==> src/rtl/mult_pkg.sv <==
// Shared definitions for the sequential shift-add multiplier.
//   state_t      : controller states (IDLE, RUN, DONE)
//   MULT_WIDTH   : default operand width
//   MULT_CNT_W   : iteration counter width for the default operand width
//   cnt_width()  : counter width for an arbitrary operand width
package mult_pkg;

    typedef enum logic [1:0] {
        IDLE = 2'd0,
        RUN  = 2'd1,
        DONE = 2'd2
    } state_t;

    localparam int MULT_WIDTH = 32;
    localparam int MULT_CNT_W = $clog2(MULT_WIDTH) + 1;

    function automatic int cnt_width(input int w);
        return $clog2(w) + 1;
    endfunction

endpackage

==> src/rtl/mult_cycle_counter.sv <==
// Iteration counter for the multiplier.
// Ports:
//   clk   : rising-edge clock
//   reset : asynchronous active-high reset (count -> 0)
//   clr   : synchronous clear (wins over en)
//   en    : increment by one
//   tc    : terminal count, high while the count equals WIDTH-1
module mult_cycle_counter
    import mult_pkg::*;
#(
    parameter int WIDTH = MULT_WIDTH,
    parameter int CNT_W = MULT_CNT_W
) (
    input  logic clk,
    input  logic reset,
    input  logic clr,
    input  logic en,
    output logic tc
);

    logic [CNT_W-1:0] count_q, count_d;

    always_comb begin
        count_d = count_q;
        if (clr) begin
            count_d = '0;
        end else if (en) begin
            count_d = count_q + CNT_W'(1);
        end
    end

    always_ff @(posedge clk or posedge reset) begin
        if (reset) begin
            count_q <= '0;
        end else begin
            count_q <= count_d;
        end
    end

    assign tc = (count_q == CNT_W'(WIDTH - 1));

endmodule

==> src/rtl/seq_multiplier32.sv <==
// Iterative shift-add multiplier feeding the 32-bit result register.
// One product bit per RUN cycle; the full product is registered on the
// last RUN edge and held until the next operation completes.
// Optional feature macro: MULT_SIGNED_EN (adds signed_op and signed mode).
// Ports:
//   clk, reset              : clock, asynchronous active-high reset
//   start                   : request, only honoured in IDLE
//   multiplicand/multiplier : operands, captured on the accepting edge
//   signed_op               : signed request (MULT_SIGNED_EN builds only)
//   busy                    : high in RUN and DONE
//   done                    : one-cycle strobe, product valid
//   product                 : full 2*WIDTH product
//   result_lo               : low word of product, to the result register
//   overflow                : product does not fit in WIDTH bits
module seq_multiplier32
    import mult_pkg::*;
#(
    parameter int WIDTH = MULT_WIDTH
) (
    input  logic               clk,
    input  logic               reset,
    input  logic               start,
    input  logic [WIDTH-1:0]   multiplicand,
    input  logic [WIDTH-1:0]   multiplier,
`ifdef MULT_SIGNED_EN
    input  logic               signed_op,
`endif
    output logic               busy,
    output logic               done,
    output logic [2*WIDTH-1:0] product,
    output logic [WIDTH-1:0]   result_lo,
    output logic               overflow
);

    state_t               state_q, state_d;
    logic                 busy_q, busy_d;
    logic                 done_q, done_d;
    logic [WIDTH-1:0]     mcand_q, mcand_d;
    logic [WIDTH-1:0]     mplr_q, mplr_d;
    logic [WIDTH-1:0]     acc_q, acc_d;
    logic                 neg_q, neg_d;
    logic                 sgn_q, sgn_d;
    logic [2*WIDTH-1:0]   product_q, product_d;
    logic                 ovf_q, ovf_d;

    logic                 cnt_clr, cnt_en, cnt_tc;
    logic                 a_neg, b_neg, sgn_in;
    logic [WIDTH-1:0]     a_mag, b_mag;
    logic [WIDTH:0]       sum;
    logic [2*WIDTH-1:0]   raw, fin;
    logic                 ovf_fin;

    // Signed mode works on magnitudes; the sign is reapplied at the end.
`ifdef MULT_SIGNED_EN
    assign sgn_in = signed_op;
    assign a_neg  = signed_op & multiplicand[WIDTH-1];
    assign b_neg  = signed_op & multiplier[WIDTH-1];
    assign a_mag  = a_neg ? -multiplicand : multiplicand;
    assign b_mag  = b_neg ? -multiplier : multiplier;
`else
    assign sgn_in = 1'b0;
    assign a_neg  = 1'b0;
    assign b_neg  = 1'b0;
    assign a_mag  = multiplicand;
    assign b_mag  = multiplier;
`endif

    mult_cycle_counter #(
        .WIDTH (WIDTH),
        .CNT_W (cnt_width(WIDTH))
    ) u_cnt (
        .clk   (clk),
        .reset (reset),
        .clr   (cnt_clr),
        .en    (cnt_en),
        .tc    (cnt_tc)
    );

    always_comb begin
        // Carry-out of the WIDTH+1 bit add lands in the accumulator MSB.
        sum     = {1'b0, acc_q} + (mplr_q[0] ? {1'b0, mcand_q} : '0);
        raw     = {sum, mplr_q[WIDTH-1:1]};
        fin     = neg_q ? -raw : raw;
        ovf_fin = sgn_q ? (fin[2*WIDTH-1:WIDTH] != {WIDTH{fin[WIDTH-1]}})
                        : (|fin[2*WIDTH-1:WIDTH]);

        state_d   = state_q;
        busy_d    = busy_q;
        done_d    = 1'b0;
        mcand_d   = mcand_q;
        mplr_d    = mplr_q;
        acc_d     = acc_q;
        neg_d     = neg_q;
        sgn_d     = sgn_q;
        product_d = product_q;
        ovf_d     = ovf_q;
        cnt_clr   = 1'b0;
        cnt_en    = 1'b0;

        unique case (state_q)
            IDLE: begin
                if (start) begin
                    state_d = RUN;
                    busy_d  = 1'b1;
                    mcand_d = a_mag;
                    mplr_d  = b_mag;
                    acc_d   = '0;
                    neg_d   = a_neg ^ b_neg;
                    sgn_d   = sgn_in;
                    cnt_clr = 1'b1;
                end
            end
            RUN: begin
                acc_d  = raw[2*WIDTH-1:WIDTH];
                mplr_d = raw[WIDTH-1:0];
                cnt_en = 1'b1;
                if (cnt_tc) begin
                    state_d   = DONE;
                    done_d    = 1'b1;
                    product_d = fin;
                    ovf_d     = ovf_fin;
                end
            end
            DONE: begin
                state_d = IDLE;
                busy_d  = 1'b0;
            end
            default: begin
                state_d = IDLE;
                busy_d  = 1'b0;
            end
        endcase
    end

    always_ff @(posedge clk or posedge reset) begin
        if (reset) begin
            state_q   <= IDLE;
            busy_q    <= 1'b0;
            done_q    <= 1'b0;
            mcand_q   <= '0;
            mplr_q    <= '0;
            acc_q     <= '0;
            neg_q     <= 1'b0;
            sgn_q     <= 1'b0;
            product_q <= '0;
            ovf_q     <= 1'b0;
        end else begin
            state_q   <= state_d;
            busy_q    <= busy_d;
            done_q    <= done_d;
            mcand_q   <= mcand_d;
            mplr_q    <= mplr_d;
            acc_q     <= acc_d;
            neg_q     <= neg_d;
            sgn_q     <= sgn_d;
            product_q <= product_d;
            ovf_q     <= ovf_d;
        end
    end

    assign busy      = busy_q;
    assign done      = done_q;
    assign product   = product_q;
    assign result_lo = product_q[WIDTH-1:0];
    assign overflow  = ovf_q;

endmodule

==> config.mk <==
export PLATFORM = sky130hd
export DESIGN_NAME = seq_multiplier32
export DESIGN_NICKNAME = d
export VERILOG_FILES = /design/src/rtl/mult_pkg.sv /design/src/rtl/mult_cycle_counter.sv /design/src/rtl/seq_multiplier32.sv
export SDC_FILE = /design/constraint.sdc
export NUM_CORES = 1
export LEC_CHECK = 0
export ABC_AREA = 1
export BUFFER_PORTS_ARGS = -buffer_cell sky130_fd_sc_hd__buf_2
export CORE_AREA = 8 8 148 150
export CTS_CLUSTER_DIAMETER = 50
export DETAILED_ROUTE_END_ITERATION = 6
export DIE_AREA = 0 0 156 158
export PLACE_DENSITY = 0.72
export SLEW_MARGIN = 20
export SYNTH_ARGS = -nofsm -noshare
export SYNTH_HDL_FRONTEND = slang
export SYNTH_SLANG_ARGS = --single-unit
==> constraint.sdc <==
create_clock -name clk -period 11.79 [get_ports clk]
set_input_delay 2.358 -clock clk [delete_from_list [all_inputs] [get_ports clk]]
set_output_delay 2.358 -clock clk [all_outputs]
set_load 0.02 [all_outputs]
* Word-level counts from Yosys, hierarchy flattened
Cells that the tools add are included.
** Storage, ports and cells
- Flip-flop bits (word level) :: 171
- Bits of input ports :: 67
- Output and inout bits :: 99
- Logic and storage cells :: 42
** Cells by class
- $add $sub $neg :: 2
- Equality and inequality tests :: 4
- Mux-type cells :: 17
- Bitwise logic cells :: 1
- Reductions and logical operators :: 9
** Operators by type and width (count)
- 32-bit one-hot mux with 2 select lines :: 2
- 32-bit 2-to-1 mux :: 3
- 32-bit by 32-bit adder with 33-bit output :: 1
- 32-bit OR reduction :: 1
- 6-bit 2-to-1 mux :: 2
- 2-bit AND reduction :: 5
- 6-bit by 1-bit adder with 6-bit output (second input constant) :: 1
- 6-bit by 5-bit == test with 1-bit output (second input constant) :: 1
- 1-bit 2-to-1 mux :: 6
- 2-bit 2-to-1 mux :: 2
- 2-bit != test (second input constant) :: 2
- 2-bit one-hot mux with 2 select lines :: 1
- 2-bit nonzero test :: 2
- 2-bit by 1-bit == test with 1-bit output (second input constant) :: 1
- 2-bit zero test :: 1
- 1-bit one-hot mux with 2 select lines :: 1
- 1-bit NOT :: 1

* Logic depth before layout (Yosys ltp)
Gate-level depths: netlist of the first run.
- Depth in word-level cells :: 4
- Depth in mapped cells :: 23
- Gate-level depth less buffers :: 20

* Hierarchy
Synthesis of the first run repeated with hierarchy kept, for this count alone.
** Unflattened totals
- Cells, all modules :: 1358
- Area total of the unflattened synthesis :: 9740.6 sq um
** Modules (own cells, without submodules)
- seq_multiplier32 :: instances 1, cells each 1319, area an instance 9430.3 sq um, sequential area each 4129.0 sq um
- mult_cycle_counter :: instances 1, cells each 39, area an instance 310.3 sq um, sequential area each 150.1 sq um

* Worst setup path after synthesis of the first run
OpenSTA, ideal clock, no wires.
- Path kind :: input to register
- Start :: input port start
- End :: register mplr_q[1]
- Setup time :: 0.141 ns
- Arrival time :: 3.107 ns
- Data required time :: 11.649 ns
- Slack :: 8.542 ns
- Stages :: 6
- Buffers on the path :: 1
- Path through :: nand3_2 > inv_2 > nor2_2 > inv_2 > clkbuf_1 > o221ai_1
** On the way
- Word-level cells in the longest chain between the ends :: 2
** RTL lines
- start, declared :: line seq_multiplier32.sv:22 : input logic start,
- 2-bit != test (no line)
- 2-bit AND reduction (no line)
- end signal, assigned :: line seq_multiplier32.sv:152 : mplr_q <= mplr_d;
- end, declared :: line seq_multiplier32.sv:39 : logic [WIDTH-1:0] mplr_q, mplr_d;
Every way passes these cells.
A chain may end at the register's enable or synchronous reset.

* Worst setup path in the final report of the first run
- Start :: input port start
- End :: register mplr_q[28]
Same word-level chain as after synthesis.

==> metrics.yaml, run 1 <==
status: "finished clean"
cts_made_buffers: 17
antenna_found_initial: 1
grt_overflow: 0
endpoint: "mplr_q[28]"
synth_fp_nets: 1426
ys_seq_elements: 171
cts.repair.resized: 0
synth_area_sq_mm: 0.009614
maxSlewHeadroom: 0.3531
finalSetupViolations: 0
drv_cap: 0
grt_pass1_wl_um: 42410
vias: 8533
start_util: 0.4877
rsz0062_at_grt: "false"
fmax_mhz: 229.2
drtPass1Iterations: 5
die-height_um: 158
fin_hold_ws_ns: 0.4783
holdBufCountCts: 0
crit_path_end_kind: "register"
start_kind: "input pin"
worstSkewPairLatency_ns: 0.43
fin_ws_ns: 7.426
wl_um: 25600
dpl_cell_area_sq_mm: 0.01040
worst_r2r_startpoint: "state_q[1]"
postCtsSetupBuffers: 0
io_buffers: 165
fin_cells: 1722
place_hpwl_um: 18820
finalHoldViolCount: 0
critPathLaunch: "start"
reg2reg_to: "mplr_q[28]"
grt_util_all_layers: 0.2153
worstPathArrival_ns: 4.70
drt_iter0_markers: 606
rows: 52
cp_max_fo: 36
place.gp.congestion: 0.9372
core_sq_mm: 0.01971
required_ns: 12.12
cts_tree: "built"
drc: 0
postRouteAntennaNets: 0
synthCells: 1325
clockRootBuffer: "clkbuf_16"
nets: 1540
yosysWarnings: 0
htreeDepth: 4
skew_ns: 0.01119
dp.cells: 1690
power_density_mw_per_mm2: 282.7
seq_area_sq_mm: 0.004280
detail_route.wl_per_cell_um: 14.86
finalInstanceArea_sq_mm: 0.01099
dpl_worst_slack_ns: 6.979
vdd_drop_max_uv: 118.5
n_antenna_cell: 0
routed_via_density: 4.955
drive_above_1_share: 0.1598
reg2reg_depth: 7
clockBufferDepth: 2
dieWidth_um: 156
cts.sinks: 171
tns_ns: 0
seq_area_frac_synth: 0.4451
yosys.cell_types.count: 39
area_delta_synth_final_pct: 14.28
leakagePower_nw: 6.235
power_mw: 3.106
critical_path_class: "in -> reg"
period_needed_ns: 4.364
boundaryPins: 166
final.fill_count: 1886
syn_avg_cell_area_sq_um: 7.256
slew_violations: 0
tightest_slew_ns: 0.9680
dieArea_sq_mm: 0.02465
fin_crit_sh: 0.3701
reg2reg_setup_slack_ns: 8.52
hp-class: "reg -> reg"
path_clk_slew_ns: 0.07
first_global_vias: 8575
multi_input_area_sq_mm: 0.004134
grt_max_degree: 129
fin_util: 0.5573
==> routing by layer <==
layer / vias up / GRT usage / wire length (um)
li1: 4304 / - / -
met1: 3969 / 0.2816 / 11830
met2: 225 / 0.3567 / 11930
met3: 33 / 0.04341 / 1434
met4: 2 / 0.05961 / 390
met5: - / 0 / 9
==> Yosys cell counts (all sizes together) <==
library cell | instances | area (sq um)
nand2 | 536 | 2039
inv | 210 | 788.3
dfrtp | 171 | 4279
o21ai | 106 | 530.5
nor2 | 62 | 250.2
buf | 48 | 326.6
nand3 | 47 | 250.2
ha | 33 | 412.9
o221ai | 27 | 236.5
clkbuf | 26 | 97.59
a21oi | 19 | 98.85
nand4 | 11 | 68.82
a22oi | 4 | 30.03
nand3b | 4 | 30.03
nor3 | 3 | 20.02
nor4 | 3 | 31.28
a21o | 2 | 15.01
and3 | 2 | 12.51
a211oi | 1 | 7.510
a22o | 1 | 8.760
and2 | 1 | 6.260
clkinv | 1 | 3.750
fa | 1 | 20.02
mux2 | 1 | 11.26
o211ai | 1 | 7.510
o21bai | 1 | 7.510
or2 | 1 | 6.260
xnor2 | 1 | 8.760
xor2 | 1 | 8.760
==> final cells by class <==
cell class,count,area share
Multi-Input combinational cell,869,0.3763
Clock inverter,12,0.01196
Clock buffer,20,0.04066
Timing Repair Buffer,169,0.07824
Inverter,211,0.07254
Sequential cell,171,0.3896
Tap cell,270,0.03075
==> logic make-up (layout without fill, tap and decap cells) <==
logic type | Yosys count | count (layout) | synth area share
buf+inv | 285 | 412 | 0.1265
simple gates | 670 | 670 | 0.2824
mux | 1 | 1 | 0.001171
compound gates | 162 | 162 | 0.09800
xor+xnor | 2 | 2 | 0.001822
fa+ha+maj | 34 | 34 | 0.04503
flops | 171 | 171 | 0.4451
==> layout by cell type (no fill, tap or decap), types with 2 or more instances in the layout <==
master / n
inv_1: 207
clkbuf_16: 17
nor2_1: 55
o21ai_0: 105
clkinv_4: 3
o221ai_1: 27
nor3_1: 2
inv_2: 2
nand4_1: 11
buf_2: 165
ha_1: 33
nand3_1: 44
buf_4: 3
nand2_1: 523
inv_6: 5
a21oi_1: 18
nor2_2: 6
and3_1: 2
nor4_2: 2
clkbuf_1: 2
nand3b_1: 4
dfrtp_1: 170
nand2_2: 12
a21o_1: 2
a22oi_1: 4
nand3_2: 3
==> where the power goes <==
part | switching (mW) | leakage [nW] | internal, mW
clock | 0.259 | 0.281 | 0.304
sequential | 0.134 | 2.01 | 0.819
combinational | 1.09 | 3.94 | 0.504
total | 1.48 | 6.23 | 1.63
==> sequential cells by signal (all words and copies together), names as in the netlist <==
name / cells
state_q: 2
acc_q: 32
overflow: 1
busy: 1
u_cnt.count_q: 6
mplr_q: 32
done: 1
mcand_q: 32
product: 64
==> critical path, cell delays in order <==
cell and delay (ns):
buf_2 0.11, nand3_2 0.53, inv_2 0.12, nor2_4 0.76, inv_2 0.50, o221ai_1 0.29
==> how the worst min path moves through the flow <==
stage,start,to,slack [ns],cells after the start
2_1_floorplan,mcand_q[0],mcand_q[0],0.45,2
3_3_place_gp,mcand_q[12],mcand_q[12],0.46,2
3_5_place_dp,mcand_q[1],mcand_q[1],0.47,2
4_1_cts,mcand_q[1],mcand_q[1],0.48,2
5_1_grt,mcand_q[1],mcand_q[1],0.49,2
6_report,product[50],product[50],0.48,2
No activity file was read; power rests on OpenSTA's default activity.
==> inputs of run 2 (changes only) <==
Settings changed: ABC_AREA 1 to 0, CORE_AREA 8 8 148 150 to 8 8 141 143, DIE_AREA 0 0 156 158 to 0 0 149 151, PLACE_DENSITY 0.72 to 0.75.
Clock period 11.79 ns to 3.7 ns, I/O delays scaled along.
==> run 2 against run 1 <==
Sequential power rose to 3.4 times the previous value. Cell count shrank 26%. Highest routed layer is now met4. Clock power rose to 3.5 times the previous value. Via count fell by 18%. Area after synthesis fell by 10%. Non-clock buffer count grew 13. Utilization is 1.9 points higher. Largest power group unchanged.
==> metrics.yaml, run 2 <==
seq_area_frac_synth: 0.4951
cts_tree: "built"
clockPowerShare: 0.199
largest_reg_flops: 64
synth_area_sq_mm: 0.008643
p_switching_mw: 4.060
crit_chain: "buf_12, and2_1, ha_1, fa_1, a211oi_2, o21ai_2, a22oi_2, nand2_1, a2111oi_1, a211oi_1, xnor2_1, nor3b_1, and4_1, a31oi_1"
postCtsSetupBuffers: 0
start_kind: "register"
dpl_cell_area_sq_mm: 0.009520
synth_top_family_by_area: "simple AND/OR/NAND/NOR gates"
rows: 49
drive_above_1_share: 0.2488
dieArea_sq_mm: 0.02250
synth.area.mux_share: 0.04517
status: "finished clean"
grt_util_all_layers: 0.1963
slew_violations: 0
n_antenna_cell: 0
dp.cells: 1238
reg2reg_setup_slack_ns: 0.24
synth_flop_cell: "dfrtp_1"
finalHoldViolCount: 0
die-height_um: 151
path_clk_slew_ns: 0.07
skew_ns: 0.01126
grt_pass1_wl_um: 35490
final.fill_count: 1577
cp_max_fo: 33
period_needed_ns: 3.462
place_hpwl_um: 15330
ys_seq_elements: 171
io_buffers: 165
cts.sinks: 171
synthArstFlopShare: 1.000
antenna_found_initial: 0
fin_crit_sh: 0.9357
slowest_stage: "fa_1"
area_delta_synth_final_pct: 17.78
final_common_cell: "nand2_1"
cts_made_buffers: 17
synth-simple-area-share: 0.1710
yosys.cell_count.top_type: "nand2_1"
pwr-share-comb: 0.468
fin_cells: 1270
place.gp.congestion: 0.9754
worst-path-buf-inv: 1
synth_compound_gate_area_share: 0.1559
drtPass1Iterations: 5
crit_path_end_kind: "register"
detail_route.wl_per_cell_um: 17.12
drv_cap: 0
worstPathArrival_ns: 3.77
yosys-top-cells-area: "dfrtp_1 (50%), nand2_1 (10%), ha_1 (4.8%), o21ai_0 (4.2%), mux2_2 (4.2%)"
hp-class: "in -> async"
clockBufferDepth: 2
critical_path_class: "reg -> reg"
worstSkewPairLatency_ns: 0.44
synth_adder_area_share: 0.05009
yosysWarnings: 0
synth_top_area_share: 0.4951
start_util: 0.4895
routed_via_density: 5.489
p_sw_frac: 0.4165
synth_fp_nets: 1007
first_global_vias: 6998
synthCells: 906
fmax_mhz: 288.9
required_ns: 4.01
clockRootBuffer: "clkbuf_16"
internal_power_mw: 5.688
power_mw: 9.747
postRouteAntennaNets: 0
multi_input_area_sq_mm: 0.003950
vias: 6971
boundaryPins: 166
yosys.area.top_type: "dfrtp_1"
htreeDepth: 4
synth_edf_count: 0
maxSlewHeadroom: 0.4414
critPathMaxStageDelay_ns: 0.44
drc: 0
seq_area_sq_mm: 0.004279
finalSetupViolations: 0
syn_avg_cell_area_sq_um: 9.540
wl_um: 21750
seq_power_share: 0.333
grt_overflow: 0
cp_top_family: "compound AO/OA/AOI/OAI gates"
core_sq_mm: 0.01766
leakagePower_nw: 5.146
synthXorXnorAreaFrac: 0.02939
finalInstanceArea_sq_mm: 0.01018
holdBufCountCts: 0
yosys.cell_types.count: 53
tns_ns: 0
fin_util: 0.5765
dieWidth_um: 149
final_cell_mix: "nand2_1 (235), dfrtp_1 (171), buf_2 (165)"
synth_commonest_cells: "nand2_1 (235), dfrtp_1 (171), o21ai_0 (73)"
tightest_slew_ns: 0.8379
grt_max_degree: 82
nets: 1129
power_density_mw_per_mm2: 957.5
drt_iter0_markers: 402
vdd_drop_max_uv: 403.9
run 2: cell type report:
type	instances	share of cell area
clock buffers	17	0.04179
clock inverters	15	0.02065
inverters	9	0.003687
multi-input cells	647	0.3880
flip-flops and latches	171	0.4204
well taps	229	0.02815
repair buffers	182	0.09734
run 2: final timing paths:
path / from / to / cells past startpoint
worst max-delay path: mplr_q[0] / overflow / 14
worst min-delay path: reset / product[29] / 2
worst max register to register: mplr_q[0] / overflow / 14
worst min register to register: product[50] / product[50] / 2
max in group asynchronous: reset / mcand_q[24] / 3
min in group clk: product[50] / product[50] / 2
run 2: worst reg2reg max path, stage by stage (launching register included):
cell,delay (ns)
dfrtp_1,0.40
buf_12,0.17
and2_1,0.16
ha_1,0.22
fa_1,0.44
a211oi_2,0.31
o21ai_2,0.15
a22oi_2,0.21
nand2_1,0.13
a2111oi_1,0.38
a211oi_1,0.11
xnor2_1,0.19
nor3b_1,0.19
and4_1,0.21
a31oi_1,0.08
run 2: timing repair:
item,4_1_cts,5_1_grt
resized for setup,0,5
hold endpoints to repair,0,0
setup endpoints to repair,0,1
run 2: power by group through the flow:
stage,sequential (mW),combinational (mW),clock (mW)
after CTS,3.25,4.56,1.97
final,3.25,4.56,1.94
after detailed placement,3.28,4.53,0
after floorplan,3.48,3.11,0
after global placement,3.26,4.44,0
after global routing,3.36,5.03,2.05
run 2: cell families after synthesis:
family                   Yosys count
AO/OA/AOI/OAI                    215
XOR/XNOR                          29
adder cells (fa/ha/maj)           34
buffers and inverters             88
flip-flops                       171
multiplexers                      35
AND/OR/NAND/NOR                  334
run 2: metrics by stage:
step	setup slack (ns)	hold slack, ns
2_1_floorplan	0.5588	0.4563
3_3_place_gp	0.1328	0.4562
6_report	0.2381	0.4308
4_1_cts	0.04294	0.4311
3_5_place_dp	0.06744	0.4607
5_1_grt	-0.02564	0.4775
run 2: metal layers:
layer	vias up	GRT usage	wire (um)	part of all wire
li1	3332	-	-	-
met5	-	0	0	0
met4	0	0.07370	306	0.014
met3	26	0.03974	1534	0.071
met1	3380	0.2582	9639	0.44
met2	233	0.3152	10260	0.47
